==> src/rtl/tick_gen.sv <==
// Prescaled base tick plus CH_NUM independent divided tick/level channels.
// Divisors are runtime-writable; divisor 0 parks a channel.
module tick_gen #(
  parameter int unsigned IN_FREQ     = 1000000,
  parameter int unsigned BASE_FREQ   = 2000,
  parameter int unsigned CH_NUM      = 4,
  parameter int unsigned DIV_W       = 16,
  parameter int unsigned DIV_DEFAULT = 10,
  parameter int unsigned CH_IDX_W    = (CH_NUM > 1) ? $clog2(CH_NUM) : 1
) (
  input  logic                clk,
  input  logic                rst_n,
  input  logic                en,
  input  logic                clear,
  input  logic                cfg_we,
  input  logic [CH_IDX_W-1:0] cfg_ch,
  input  logic [DIV_W-1:0]    cfg_div,
  output logic                base_tick,
  output logic [CH_NUM-1:0]   tick,
  output logic [CH_NUM-1:0]   level
);

  localparam int unsigned PRE_DIV = IN_FREQ / BASE_FREQ;
  localparam int unsigned PRE_W   = (PRE_DIV > 1) ? $clog2(PRE_DIV) : 1;

  logic [PRE_W-1:0] pre_cnt_q;
  logic             pre_wrap;

  assign pre_wrap = en && (pre_cnt_q == PRE_W'(PRE_DIV - 1));

  always_ff @(posedge clk or negedge rst_n) begin
    if (!rst_n) begin
      pre_cnt_q <= '0;
      base_tick <= 1'b0;
    end else if (clear) begin
      pre_cnt_q <= '0;
      base_tick <= 1'b0;
    end else begin
      base_tick <= pre_wrap;
      if (en) begin
        pre_cnt_q <= pre_wrap ? '0 : pre_cnt_q + PRE_W'(1);
      end
    end
  end

  for (genvar i = 0; i < CH_NUM; i++) begin : g_ch
    logic [DIV_W-1:0] div_q;
    logic [DIV_W-1:0] cnt_q;
    logic             wr_hit;

    // Out-of-range indices can never equal a valid channel number, so they hit nothing.
    assign wr_hit = cfg_we && (cfg_ch == CH_IDX_W'(i));

    always_ff @(posedge clk or negedge rst_n) begin
      if (!rst_n) begin
        div_q    <= DIV_W'(DIV_DEFAULT);
        cnt_q    <= '0;
        tick[i]  <= 1'b0;
        level[i] <= 1'b0;
      end else if (clear) begin
        if (wr_hit) begin
          div_q <= cfg_div;
        end
        cnt_q    <= '0;
        tick[i]  <= 1'b0;
        level[i] <= 1'b0;
      end else if (wr_hit) begin
        div_q   <= cfg_div;
        cnt_q   <= '0;
        tick[i] <= 1'b0;
      end else if (pre_wrap && (div_q != '0)) begin
        if (cnt_q == div_q - DIV_W'(1)) begin
          cnt_q    <= '0;
          tick[i]  <= 1'b1;
          level[i] <= ~level[i];
        end else begin
          cnt_q   <= cnt_q + DIV_W'(1);
          tick[i] <= 1'b0;
        end
      end else begin
        tick[i] <= 1'b0;
      end
    end
  end

endmodule
==> config.mk <==
export PLATFORM = sky130hd
export DESIGN_NAME = tick_gen
export DESIGN_NICKNAME = d
export VERILOG_FILES = /design/src/rtl/tick_gen.sv
export SDC_FILE = /design/constraint.sdc
export NUM_CORES = 1
export LEC_CHECK = 0
export ABC_AREA = 1
export CAP_MARGIN = 40
export CELL_PAD_IN_SITES_DETAIL_PLACEMENT = 0
export CELL_PAD_IN_SITES_GLOBAL_PLACEMENT = 1
export CORE_MARGIN = 2
export CORE_UTILIZATION = 49
export CTS_CLUSTER_SIZE = 28
export DETAILED_ROUTE_END_ITERATION = 10
export HOLD_SLACK_MARGIN = 0.1
export PLACE_DENSITY = 0.92
export SLEW_MARGIN = 40
export SYNTH_ARGS = -nofsm -noshare
export SYNTH_HDL_FRONTEND = slang
export SYNTH_SLANG_ARGS = --single-unit
==> constraint.sdc <==
create_clock -name clk -period 3.75 [get_ports clk]
set_clock_uncertainty 0.15 [all_clocks]
set_input_delay 0.75 -clock clk [delete_from_list [all_inputs] [get_ports clk]]
set_output_delay 0.75 -clock clk [all_outputs]
set_load 0.01 [all_outputs]
Word-level counts from Yosys, hierarchy flattened
Cells that the tools add are included.
{ "word_totals": {"register_bits": 146, "inputBits": 23, "output_inout_bits": 9, "word_cells": 126} }
{ "classes": {"n_addsub": 9, "n_eq_ne": 12, "n_mux": 52, "n_bitwise": 4, "reduce_logical": 31} }
{ "op_table": {"columns": ["operator", "n"], "rows": [
  ["$mux W16", 16],
  ["$add A16 B1 Y16 const B", 4],
  ["$eq A16 B16 Y1", 4],
  ["$reduce_bool A16 Y1", 4],
  ["$sub A16 B1 Y16 const B", 4],
  ["$mux W1", 33],
  ["$mux W9", 3],
  ["$reduce_bool A2 Y1", 9],
  ["$reduce_and A3 Y1", 4],
  ["$reduce_bool A3 Y1", 4],
  ["$add A9 B1 Y9 const B", 1],
  ["$eq A9 B9 Y1 const B", 1],
  ["$logic_and A1 B1 Y1", 9],
  ["$ne A2 B2 Y1 const B", 4],
  ["$eq A2 B2 Y1 const B", 2],
  ["$not A1 Y1", 4],
  ["$eq A2 B1 Y1 const B", 1],
  ["$logic_not A2 Y1", 1]
]} }

Depth between registers and ports, before layout
{ "logic_depth": {"word_depth": 6, "mapped_depth": 16, "depth_no_buf": 16} }

Worst setup path before layout
Ideal clock, no wire load.
{ "synth_path": {"path_type": "input to register", "from": "input cfg_we", "to": "register g_ch[0].div_q[0]", "setup_time_ns": 0.127, "t_arrival_ns": 1.901, "required_ns": 3.473, "slack_ns": 1.572, "path_stages": 5, "cell_sequence": "inv_1 -> nor3_1 -> buf_2 -> buf_4 -> o21ai_0"} }
{ "synth_between": {"elab_chain_cells": 1} }
{ "synth_rtl": {"columns": ["element", "line", "source"], "rows": [
  ["start, declared", "15", "input logic cfg_we,"],
  ["$logic_and A1 B1 Y1", "52", "assign wr_hit = cfg_we && (cfg_ch == CH_IDX_W'(i));"],
  ["end signal, assigned", "56", "div_q <= DIV_W'(DIV_DEFAULT);"],
  ["end signal, assigned", "62", "div_q <= cfg_div;"],
  ["end signal, assigned", "68", "div_q <= cfg_div;"],
  ["end, declared", "47", "logic [DIV_W-1:0] div_q;"]
]} }
No other way between the ends.
A chain may end at the register's enable or synchronous reset.

Worst setup path after layout
{ "layout_path": {"from": "input en", "to": "register g_ch[1].cnt_q[14]"} }
{ "layout_between": {"elab_chain_cells": 3} }
{ "layout_rtl": {"columns": ["element", "line", "source"], "rows": [
  ["start, declared", "13", "input logic en,"],
  ["$logic_and A1 B1 Y1", "29", "assign pre_wrap = en && (pre_cnt_q == PRE_W'(PRE_DIV - 1));"],
  ["$logic_and A1 B1 Y1", "71", "end else if (pre_wrap && (div_q != '0)) begin"],
  ["$reduce_bool A3 Y1 (no source line)", null, null],
  ["end signal, assigned", "77", "cnt_q <= cnt_q + DIV_W'(1);"],
  ["end, declared", "48", "logic [DIV_W-1:0] cnt_q;"]
]} }
No other way between the ends.

==> results.cfg <==
[outcome]
outcome = completed

[clock_tree]
cts_sinks = 146
clk_latency_ps = 430
htree_levels = 4
cts_tree = done
ctsHoldBuffers = 0
cts_buffer_depth = 2
cts_resized = 0
numCtsBuffers = 17
cts-root-buf = clkbuf_16
post_cts_buffers = 0
clk_pin_slew_worst_paths_ps = 70

[layout]
regArea_um2 = 3664
syn2layout_area_growth_pct = 10.88
final_cells = 1859
multi_input_area_um2 = 5934
postLayoutCellArea_um2 = 11590
utilization = 0.5530
diodes = 0
nets = 1603
fillers = 2154
drive_gt1_frac = 0.08207

[synthesis]
synth-seq-cells = 146
ys.flop_type = dfrtp_1
synth_cell_types = 53
synthCells = 1542
synth_nets = 1574
synth_edf_count = 0
synth-async-reset-ratio = 1.000
yosysSeqAreaShare = 0.3506
synth_warnings = 0
syn_area_um2 = 10450
syn_avg_cell_area_um2 = 6.777

[sta]
setup_viol = 0
min_period_ps = 2760
max_clock_freq_ghz = 0.3624
rsz0062_at_grt = no
setup_ws_ps = 990.5
drv_slew = 0
hold_ws_ps = 145.3
max-slew-margin-rel = 0.5400
finalHoldViolations = 0
period_share = 0.7359
worst_pin_slew_ps = 689.3
fin_tns_setup_ps = 0

[worst_setup_path]
start_kind = input port
critPathBufInv = 2
crit_family = simple AND/OR/NAND/NOR gates
cp-end-kind = flop
cp_cell_sequence = clkdlybuf4s50_1 -> nand3_1 -> nor3_4 -> nand2_1 -> nor2_1 -> nand2_1 -> inv_2 -> o21ai_0 -> nor2_1 -> nand2_1 -> nand2_1
cp.arrival_ps = 2970
crit_top_cell = nand2_1
crit_slowest_cell = clkdlybuf4s50_1
crit_type = input port to flop
critical_path.max_fanout = 14
cp_slowest_stage_delay_ps = 560
cp.required_ps = 3960

[grt]
gr-total-overflow = 0
grtUsageTotal = 0.2505
grt_pass1_wl_mm = 44.50
grt_pass1_vias = 8955
antenna_found_initial = 0
grt_start_max_net_pins = 65

[job]
maxCapViolations = 0

[place]
io_buffers = 31
hpwlAfterDp_mm = 20.12
gp_congestion = 0.9068
detailed_place.area_um2 = 11030
post-place-ws_ps = 597.5
dp.cells = 1827

[drt]
drcViolationCount = 0
drt-pass1-iter-count = 5
routed_wl_mm = 26.48
vias_per_cell = 5.104
wire_per_inst_um = 14.24
drtIter0Drc = 633
vias = 9489
antenna_left = 0

[floorplan]
start_util = 0.4987
rows = 53
io_pins = 32
fp.dieW_um = 150.0
die_h_um = 150.0
core-area_um2 = 20960
die_area_um2 = 22510

[power_and_ir_drop]
power_leakage_nw = 5.700
p_total_mw = 4.583
p_per_area_nw_per_um2 = 395.5
max-vdd-ir-drop_v = 0.0002930

[min_path]
min_path_type = input port to asynchronous set/reset pin
==> flip-flops by register name, indices dropped and copies added, names as in the netlist <==
name        count
pre_cnt_q       9
base_tick       1
tick            4
g_ch.cnt_q     64
level           4
g_ch.div_q     64
==> cells in the final DEF, fill, tap and decap left out, types with 6 or more instances in the layout <==
master | netlist | layout
o21ai_2 | 9 | 9
nor2_2 | 16 | 16
dfstp_2 | 8 | 8
nor2_1 | 186 | 186
a21oi_1 | 14 | 14
nand2_2 | 13 | 13
clkbuf_16 | 0 | 17
inv_2 | 6 | 6
nand4_1 | 31 | 31
nor3_1 | 18 | 14
o21ai_0 | 81 | 81
xnor2_1 | 36 | 36
ha_1 | 9 | 9
o21bai_1 | 6 | 6
clkdlybuf4s50_1 | 0 | 30
nand3_1 | 110 | 110
inv_1 | 178 | 178
nor3_2 | 7 | 11
xor2_1 | 63 | 63
nand3b_1 | 15 | 15
dfrtp_1 | 138 | 138
buf_4 | 5 | 10
nand2_1 | 516 | 516
==> cell usage after synthesis (9+ instances only) <==
master / n / area [um^2]
nand4_1: 31 / 193.9
xnor2_1: 36 / 315.3
nand3b_1: 15 / 112.6
clkbuf_1: 12 / 45.04
a21oi_1: 14 / 70.07
nand2_1: 516 / 1937
inv_1: 178 / 668.1
nor2_1: 186 / 698.2
nand2_2: 13 / 81.33
nand3_1: 110 / 550.5
o21ai_0: 81 / 405.4
xor2_1: 63 / 551.8
dfrtp_1: 138 / 3453
nor2_2: 16 / 100.1
ha_1: 9 / 112.6
o21ai_2: 9 / 78.83
nor3_1: 18 / 90.09
==> final cells by class <==
| type | instances | share of cell area |
|---|---|---|
| multi-input cells | 1179 | 0.5121 |
| flip-flops and latches | 146 | 0.3162 |
| inverters | 186 | 0.06047 |
| clock buffers | 21 | 0.03887 |
| repair buffers | 41 | 0.03337 |
| well taps | 275 | 0.02969 |
| clock inverters | 11 | 0.009286 |
==> per-layer routing <==
layer  vias up  global-route usage  part of all wire  wire length, um
met3        36             0.03659             0.031              814
met2       133              0.4075              0.47            12470
met5         -                   0                 0                0
met1      4415              0.3459              0.48            12590
met4         0             0.07594             0.023              606
li1       4905                   -                 -                -
==> report_power, final <==
part / internal [mW] / leakage, nW / total [mW] / switching, mW
Combinational: 0.382 / 3.52 / 1.09 / 0.712
Clock: 0.934 / 0.256 / 1.64 / 0.708
Sequential: 1.70 / 1.92 / 1.85 / 0.144
==> cell families after synthesis <==
logic type / after synthesis / synth area share
adder cells (fa/ha/maj): 9 / 0.01078
XOR/XNOR: 101 / 0.08669
multiplexers: 1 / 0.0009579
AND/OR/NAND/NOR: 947 / 0.4027
AO/OA/AOI/OAI: 121 / 0.06490
flip-flops: 146 / 0.3506
buffers and inverters: 217 / 0.08345
==> path summary, 6_finish.rpt <==
kind	cells after the start	to	startpoint	slack [ps]
setup / recovery	11	g_ch[1].cnt_q[14]	en	990
hold reg to reg	1	pre_cnt_q[0]	pre_cnt_q[0]	370
setup reg to reg	14	g_ch[2].cnt_q[2]	g_ch[2].div_q[1]	1190
max in group asynchronous	2	g_ch[3].div_q[12]	rst_n	2430
min in group clk	1	pre_cnt_q[0]	pre_cnt_q[0]	370
hold / removal	1	g_ch[2].cnt_q[0]	rst_n	150
No activity file was read; power rests on OpenSTA's default activity.
